**src/rtl/uart_arb_pkg.sv**
```systemverilog
// rtl/uart_arb_pkg.sv - shared types and helpers for UART transmit sequencing
package uart_arb_pkg;

    typedef enum logic [1:0] {
        ST_IDLE      = 2'd0,
        ST_LOAD      = 2'd1,
        ST_WAIT_ACK  = 2'd2,
        ST_WAIT_DONE = 2'd3
    } arb_state_e;

    localparam int unsigned MAX_REQ = 8;

    // Index width for n requesters; never narrower than one bit.
    function automatic int unsigned idx_width(input int unsigned n);
        return (n > 1) ? $clog2(n) : 1;
    endfunction

endpackage

```
**src/rtl/rr_priority_sel.sv**
```systemverilog
// rtl/rr_priority_sel.sv - round-robin winner select starting at a pointer
module rr_priority_sel
    import uart_arb_pkg::*;
#(
    parameter int N_REQ = 2,
    parameter int IDX_W = idx_width(N_REQ)
) (
    input  logic [N_REQ-1:0] req_i,
    input  logic [IDX_W-1:0] ptr_i,
    output logic [N_REQ-1:0] winner_o,
    output logic             valid_o
);

    int j;

    // Scan upward from ptr_i with wrap; the first set request wins.
    always_comb begin
        winner_o = '0;
        valid_o  = 1'b0;
        j        = 0;
        for (int k = 0; k < N_REQ; k++) begin
            j = int'(ptr_i) + k;
            if (j >= N_REQ) begin
                j = j - N_REQ;
            end
            if (!valid_o && req_i[j]) begin
                winner_o[j] = 1'b1;
                valid_o     = 1'b1;
            end
        end
    end

endmodule

```
**src/rtl/uart_tx_arbiter.sv**
```systemverilog
// rtl/uart_tx_arbiter.sv - frame-locked round-robin sharing of one uart_tx
module uart_tx_arbiter
    import uart_arb_pkg::*;
#(
    parameter int N_REQ         = 2,
    parameter int DATA_BITS     = 8,
    parameter int FRAME_TIMEOUT = 4096
) (
    input  logic                       clk_in,
    input  logic                       nrst_in,
    input  logic [N_REQ-1:0]           req_valid_in,
    input  logic [N_REQ*DATA_BITS-1:0] req_data_in,
    input  logic [N_REQ-1:0]           req_last_in,
    output logic [N_REQ-1:0]           req_ready_out,
    output logic [N_REQ-1:0]           grant_out,
    output logic                       tx_start_out,
    output logic [DATA_BITS-1:0]       tx_data_out,
    input  logic                       tx_busy_in,
    output logic                       frame_abort_out
);

    localparam int IDX_W = idx_width(N_REQ);
    localparam int CNT_W = $clog2(FRAME_TIMEOUT + 1);

    arb_state_e           state_q, state_d;
    logic [N_REQ-1:0]     grant_q, grant_d;
    logic [IDX_W-1:0]     owner_q, owner_d;
    logic [IDX_W-1:0]     last_owner_q, last_owner_d;
    logic                 tx_start_q, tx_start_d;
    logic [DATA_BITS-1:0] tx_data_q, tx_data_d;
    logic                 abort_q, abort_d;
    logic [CNT_W-1:0]     cnt_q, cnt_d;
    logic                 last_flag_q, last_flag_d;

    logic [IDX_W-1:0]     rr_ptr;
    logic [N_REQ-1:0]     sel_onehot;
    logic                 sel_valid;
    logic [IDX_W-1:0]     sel_idx;
    logic                 gnt_valid;
    logic                 gnt_last;
    logic [DATA_BITS-1:0] gnt_data;
    logic                 accept;
    logic                 timeout_hit;

    assign rr_ptr = (last_owner_q == IDX_W'(N_REQ - 1)) ? '0 : last_owner_q + 1'b1;

    rr_priority_sel #(
        .N_REQ (N_REQ),
        .IDX_W (IDX_W)
    ) u_sel (
        .req_i    (req_valid_in),
        .ptr_i    (rr_ptr),
        .winner_o (sel_onehot),
        .valid_o  (sel_valid)
    );

    // Convert the one-hot winner into an index for the owner register.
    always_comb begin
        sel_idx = '0;
        for (int i = 0; i < N_REQ; i++) begin
            if (sel_onehot[i]) begin
                sel_idx = IDX_W'(i);
            end
        end
    end

    assign gnt_valid   = req_valid_in[owner_q];
    assign gnt_last    = req_last_in[owner_q];
    assign gnt_data    = req_data_in[owner_q*DATA_BITS +: DATA_BITS];
    assign accept      = (state_q == ST_LOAD) && gnt_valid && !tx_busy_in;
    assign timeout_hit = (state_q == ST_LOAD) && !gnt_valid &&
                         (cnt_q + 1'b1 == CNT_W'(FRAME_TIMEOUT));

    // State and datapath registers; reset abandons any frame silently.
    always_ff @(posedge clk_in or negedge nrst_in) begin
        if (!nrst_in) begin
            state_q      <= ST_IDLE;
            grant_q      <= '0;
            owner_q      <= '0;
            last_owner_q <= IDX_W'(N_REQ - 1);
            tx_start_q   <= 1'b0;
            tx_data_q    <= '0;
            abort_q      <= 1'b0;
            cnt_q        <= '0;
            last_flag_q  <= 1'b0;
        end else begin
            state_q      <= state_d;
            grant_q      <= grant_d;
            owner_q      <= owner_d;
            last_owner_q <= last_owner_d;
            tx_start_q   <= tx_start_d;
            tx_data_q    <= tx_data_d;
            abort_q      <= abort_d;
            cnt_q        <= cnt_d;
            last_flag_q  <= last_flag_d;
        end
    end

    // Next-state logic: the grant stays locked until the last byte or a timeout.
    always_comb begin
        state_d = state_q;
        case (state_q)
            ST_IDLE:      if (sel_valid) state_d = ST_LOAD;
            ST_LOAD: begin
                if (accept) begin
                    state_d = ST_WAIT_ACK;
                end else if (timeout_hit) begin
                    state_d = ST_IDLE;
                end
            end
            ST_WAIT_ACK:  if (tx_busy_in) state_d = ST_WAIT_DONE;
            ST_WAIT_DONE: if (!tx_busy_in) state_d = last_flag_q ? ST_IDLE : ST_LOAD;
            default:      state_d = ST_IDLE;
        endcase
    end

    // Output/datapath updates; the counter only lives while in LOAD.
    always_comb begin
        grant_d      = grant_q;
        owner_d      = owner_q;
        last_owner_d = last_owner_q;
        tx_start_d   = 1'b0;
        tx_data_d    = tx_data_q;
        abort_d      = 1'b0;
        cnt_d        = '0;
        last_flag_d  = last_flag_q;
        case (state_q)
            ST_IDLE: begin
                if (sel_valid) begin
                    grant_d = sel_onehot;
                    owner_d = sel_idx;
                end
            end
            ST_LOAD: begin
                if (accept) begin
                    tx_data_d   = gnt_data;
                    last_flag_d = gnt_last;
                    tx_start_d  = 1'b1;
                end else if (timeout_hit) begin
                    abort_d      = 1'b1;
                    grant_d      = '0;
                    last_owner_d = owner_q;
                end else begin
                    cnt_d = gnt_valid ? cnt_q : cnt_q + 1'b1;
                end
            end
            ST_WAIT_DONE: begin
                if (!tx_busy_in && last_flag_q) begin
                    grant_d      = '0;
                    last_owner_d = owner_q;
                    last_flag_d  = 1'b0;
                end
            end
            default: ;
        endcase
    end

    assign req_ready_out   = accept ? grant_q : '0;
    assign grant_out       = grant_q;
    assign tx_start_out    = tx_start_q;
    assign tx_data_out     = tx_data_q;
    assign frame_abort_out = abort_q;

endmodule
```
**config.mk**
```make
export PLATFORM = sky130hd
export DESIGN_NAME = uart_tx_arbiter
export DESIGN_NICKNAME = d
export VERILOG_FILES = /design/src/rtl/uart_arb_pkg.sv /design/src/rtl/rr_priority_sel.sv /design/src/rtl/uart_tx_arbiter.sv
export SDC_FILE = /design/constraint.sdc
export NUM_CORES = 1
export LEC_CHECK = 0
export ABC_AREA = 1
export BUFFER_PORTS_ARGS = -buffer_cell sky130_fd_sc_hd__clkbuf_2
export CORE_ASPECT_RATIO = 2
export CORE_MARGIN = 3
export CORE_UTILIZATION = 25
export DETAILED_ROUTE_END_ITERATION = 6
export SYNTH_ARGS = -nofsm -noshare
export SYNTH_HDL_FRONTEND = slang
export SYNTH_SLANG_ARGS = --single-unit
```
**constraint.sdc**
```tcl
create_clock -name clk_in -period 2.2 [get_ports clk_in]
set_input_delay 0.44 -clock clk_in [delete_from_list [all_inputs] [get_ports clk_in]]
set_output_delay 0.44 -clock clk_in [all_outputs]
set_load 0.01 [all_outputs]
```
After elaboration in Yosys (flattened, before gate mapping)

Index checks and enable logic that the tools add are counted.

$add $sub $neg: 5
$lt $le $gt $ge: 7
Equality and inequality tests: 13
Shift-type cells: 1
Muxes and demuxes: 50
Bitwise gates (word level): 1
Reductions and logical operators: 20

Operators with widths:

| cell                                                                   | number |
|---|---|
| 32-bit by 1-bit >= comparator with 1-bit output, second input constant | 2 |
| 32-bit by 3-bit < comparator with 1-bit output, second input constant  | 2 |
| 32-bit two-way mux                                                     | 2 |
| 13-bit two-way mux                                                     | 4 |
| 32-bit by 3-bit >= comparator with 1-bit output, second input constant | 1 |
| 32-bit by 3-bit subtractor with 32-bit output, second input constant   | 1 |
| 1-bit two-way mux                                                      | 27 |
| 2-bit two-way mux                                                      | 11 |
| 16-bit by 5-bit variable part select with 8-bit output                 | 1 |
| 2-bit != test, second input constant                                   | 7 |
| 13-bit by 1-bit adder with 13-bit output, second input constant        | 1 |
| 13-bit == test, second input constant                                  | 1 |
| 1-bit logical AND                                                      | 8 |
| 2-bit one-hot mux with 4 select lines                                  | 1 |
| 4-bit AND reduction                                                    | 2 |
| 2-bit one-hot mux with 3 select lines                                  | 1 |
| 5-bit AND reduction                                                    | 1 |
| 2-bit == test, second input constant                                   | 2 |
| 4-bit != test, second input constant                                   | 1 |
| 1-bit one-hot mux with 2 select lines                                  | 2 |
| 2-bit AND reduction                                                    | 2 |
| 1-bit zero test                                                        | 3 |
| 3-bit != test, second input constant                                   | 1 |
| 3-bit AND reduction                                                    | 1 |
| 11 further kinds                                                       | 12 |

Flip-flop bits (word level): 30
Input port bits: 23
Output and inout bits: 14
Logic and storage cells: 106

Longest topological paths before layout

Depth in word-level cells: 13
Depth in mapped cells: 13
Depth with buffers taken out: 13

Modules after synthesis

A second synthesis with hierarchy kept.

Cell total of the unflattened synthesis: 253
Area, all modules: 1,804.2 um^2

Modules (own cells, without submodules):

| module          | instances | cells an instance | area each (um^2) |
|---|---|---|---|
| uart_tx_arbiter | 1         | 247               | 1,779.2 |
| rr_priority_sel | 1         | 6                 | 25.0 |

Least setup slack after synthesis

Ideal clock, no wire load.

Path kind: reg-to-output
Start point: register (tool-made name)
End point: output req_ready_out[0]
Arrival: 1.477 ns
Setup slack: 0.283 ns
Stages on the path, launching flop included: 10
Buffers on the path: 2
Cells stage by stage: dfrtp_1 -> inv_1 -> nand2_2 -> inv_1 -> nand3_2 -> nor2_2 -> inv_1 -> buf_2 -> buf_6 -> nor2_1

RTL lines:

| element          | line                  | source |
|---|---|---|
| end: declaration | uart_tx_arbiter.sv:14 | `output logic [N_REQ-1:0] req_ready_out,` |

==> results.ini <==
[floorplanning]
core-area_sq_mm=0.006940
die_h_microns=125.9
ioPinCount=37
dieArea_sq_mm=0.008307
rows=43
start_util=0.2591
die_w_microns=65.97

[detailed_routing]
drtIter0Drc=44
vias=1730
firstDrtPassIters=4
antenna_left=0
wl_per_cell_microns=11.91
remaining_drc_errors=0
vias_per_cell=4.589
wl_microns=4490

[worst_setup_path]
path_class=flip-flop to primary output
crit_path_max_incr_delay_ns=0.42
critPathCaptureType=primary output
path_cells=inv_1 > nand2_2 > inv_1 > nand3_2 > nor2_2 > inv_1 > nor2_1 > clkbuf_2
cp.required_ns=1.76
crit_fanout=5
crit_path_top_delay_cell=dfrtp_1
cp.arrival_ns=1.60
cp-start-kind=flip-flop
critical_path.most_common_cell=inv_1

[final_layout]
final_common_cell=nand2_1
utilization=0.3180
synthToLayoutAreaGrowth_pct=22.76
diodes=0
nets=312
final_cell_mix=76 x nand2_1, 36 x clkbuf_2, 32 x nor2_1
drive_above_1_share=0.2195

[sta]
finalCriticalPeriod_ns=2.041
slew_headroom=0.4801
finClkSkew_ns=0.001971
finalHoldViolCount=0
slew_violations=0
setup-violations-final=0
setup_tns_ns=0
tightest_slew_ns=0.7799
min_period_over_period=0.9279
max_freq_mhz=489.9
rsz0062_at_grt=true

[clock_tree]
cts_root_buffer=clkbuf_16
clkTransAtPathRegs_ns=0.05
cts.path.max_buffers=2
cts_setup_buffers=0
cts_sinks=30
cts_tree=yes
cts-resized-gates=0
h-tree-depth=2
numCtsBuffers=5
clk_latency_ns=0.27
holdBufCountCts=0

[pwr]
leakagePower_uw=0.001110
p_comb_frac=0.363
power_frac_seq=0.359
pwr-share-clk=0.278
switching_power_uw=875.4
ir_drop_mv=0.6304
swShare=0.3813
p_per_area_mw_per_mm2=1040
p_int_uw=1420

[grt]
grtUsageTotal=0.1206
grt_pass1_wl_microns=7728
grt_pass1_vias=1765
grt_max_degree=31
grt_overflow=0
antenna_found_initial=0

[placed_design]
port_buffers=36
dp_hpwl_microns=3554
gp_congestion=0.9193

[synthesis]
yosysSeqAreaShare=0.4182
netlist.area_leader.share=0.4036
syn_inst=247
ys_ff_latch=30
yosysTopAreaCell=dfrtp_1
ys_types=30
synth_area_sq_mm=0.001798
yosys_warnings=0
synthesis.nets=272
syn_area_per_cell_sq_um=7.279
yosys-top-cells-area=dfrtp_1 40%, nand2_1 16%, nor2_1 6.7%, inv_1 6.3%, o31ai_1 3.3%

[flow_run]
cap_violations=0

[hold_path]
hold_path_class=input port to asynchronous set/reset pin

[run_status]
outcome=complete, no violations

## per-layer routing
metal	track usage	vias up	routed length, microns
met5	0	-	0
met4	0.07784	0	199
met3	0.02052	15	124
met2	0.2254	38	2580
met1	0.1144	805	1585
li1	-	872	-
## final cells by class
cell class	instances	area, sq um
timing repair buffer	40	210.2
fill	754	4733
tap	90	112.6
sequential	30	752.0
inverter	31	116.4
clock buffer	7	132.6
multi-input combinational	179	883.3
## state kept, by name, indices dropped and copies added, names as in the netlist, named ones only
name             cells
cnt_q               13
tx_data_out          8
grant_out            2
frame_abort_out      1
last_flag_q          1
last_owner_q         1
owner_q              1
state_q              1
tx_start_out         1
## metrics by stage
stage                     cells  power (uW)  setup slack [ns]  instance area [sq um]  hold WS, ns
after floorplan             247        1420            0.2830                   1798       0.1444
after global placement      370        1657            0.2958                   2074       0.4625
after detailed placement    370        1680            0.2304                   2074       0.4664
after CTS                   377        2336            0.1411                   2207       0.2661
after global routing        377        2488          -0.04019                   2207       0.3026
final                       377        2296            0.1586                   2207       0.2395
## critical path, delay by kind of cell, from the launching register on
family / cells / cell delay (ns)
and+or+nand+nor: 4 / 0.42
DFF: 1 / 0.42
buffers and inverters: 4 / 0.48
## cells in the mapped netlist (all sizes together)
cell	number
nand2	80
nor2	38
inv	31
dfrtp	29
nand3	16
o21ai	10
o22ai	9
o31ai	8
buf	4
clkbuf	3
nand4	3
a21oi	2
ha	2
nand3b	2
nor3	2
o41ai	2
xor2	2
a31oi	1
dfstp	1
o211ai	1
o21bai	1
## cells by family (layout without fill, tap and decap cells)
logic type	Yosys count	count (layout)	synth area share
XOR/XNOR	2	2	0.009744
adder cells (fa/ha/maj)	2	2	0.01392
AO/OA/AOI/OAI	34	34	0.1218
buffers and inverters	38	78	0.09046
flip-flops	30	30	0.4182
AND/OR/NAND/NOR	141	141	0.3459
## final timing paths
kind | from | end | slack, ns | cells past startpoint
max | flip-flop | req_ready_out[0] | 0.16 | 8
min | nrst_in | tx_data_out[0]$_DFFE_PN0P_ | 0.24 | 1
max reg2reg | cnt_q[0]$_DFFE_PN0P_ | cnt_q[2]$_DFFE_PN0P_ | 0.23 | 11
min reg2reg | last_owner_q$_DFFE_PN1P_ | last_owner_q$_DFFE_PN1P_ | 0.47 | 2
max in group asynchronous | nrst_in | grant_out[0]$_DFFE_PN0P_ | 1.47 | 1
min in group clk_in | req_last_in[0] | last_flag_q$_DFFE_PN0P_ | 0.41 | 3
## power groups by stage
stage          Sequential [uW]  Combinational (uW)  Clock, uW
2_1_floorplan              838                 583          0
3_3_place_gp               829                 828          0
3_5_place_dp               832                 848          0
4_1_cts                    825                 852        659
5_1_grt                    850                 958        680
6_report                   824                 832        639
Note: power is estimated with default switching activity, not from simulation.
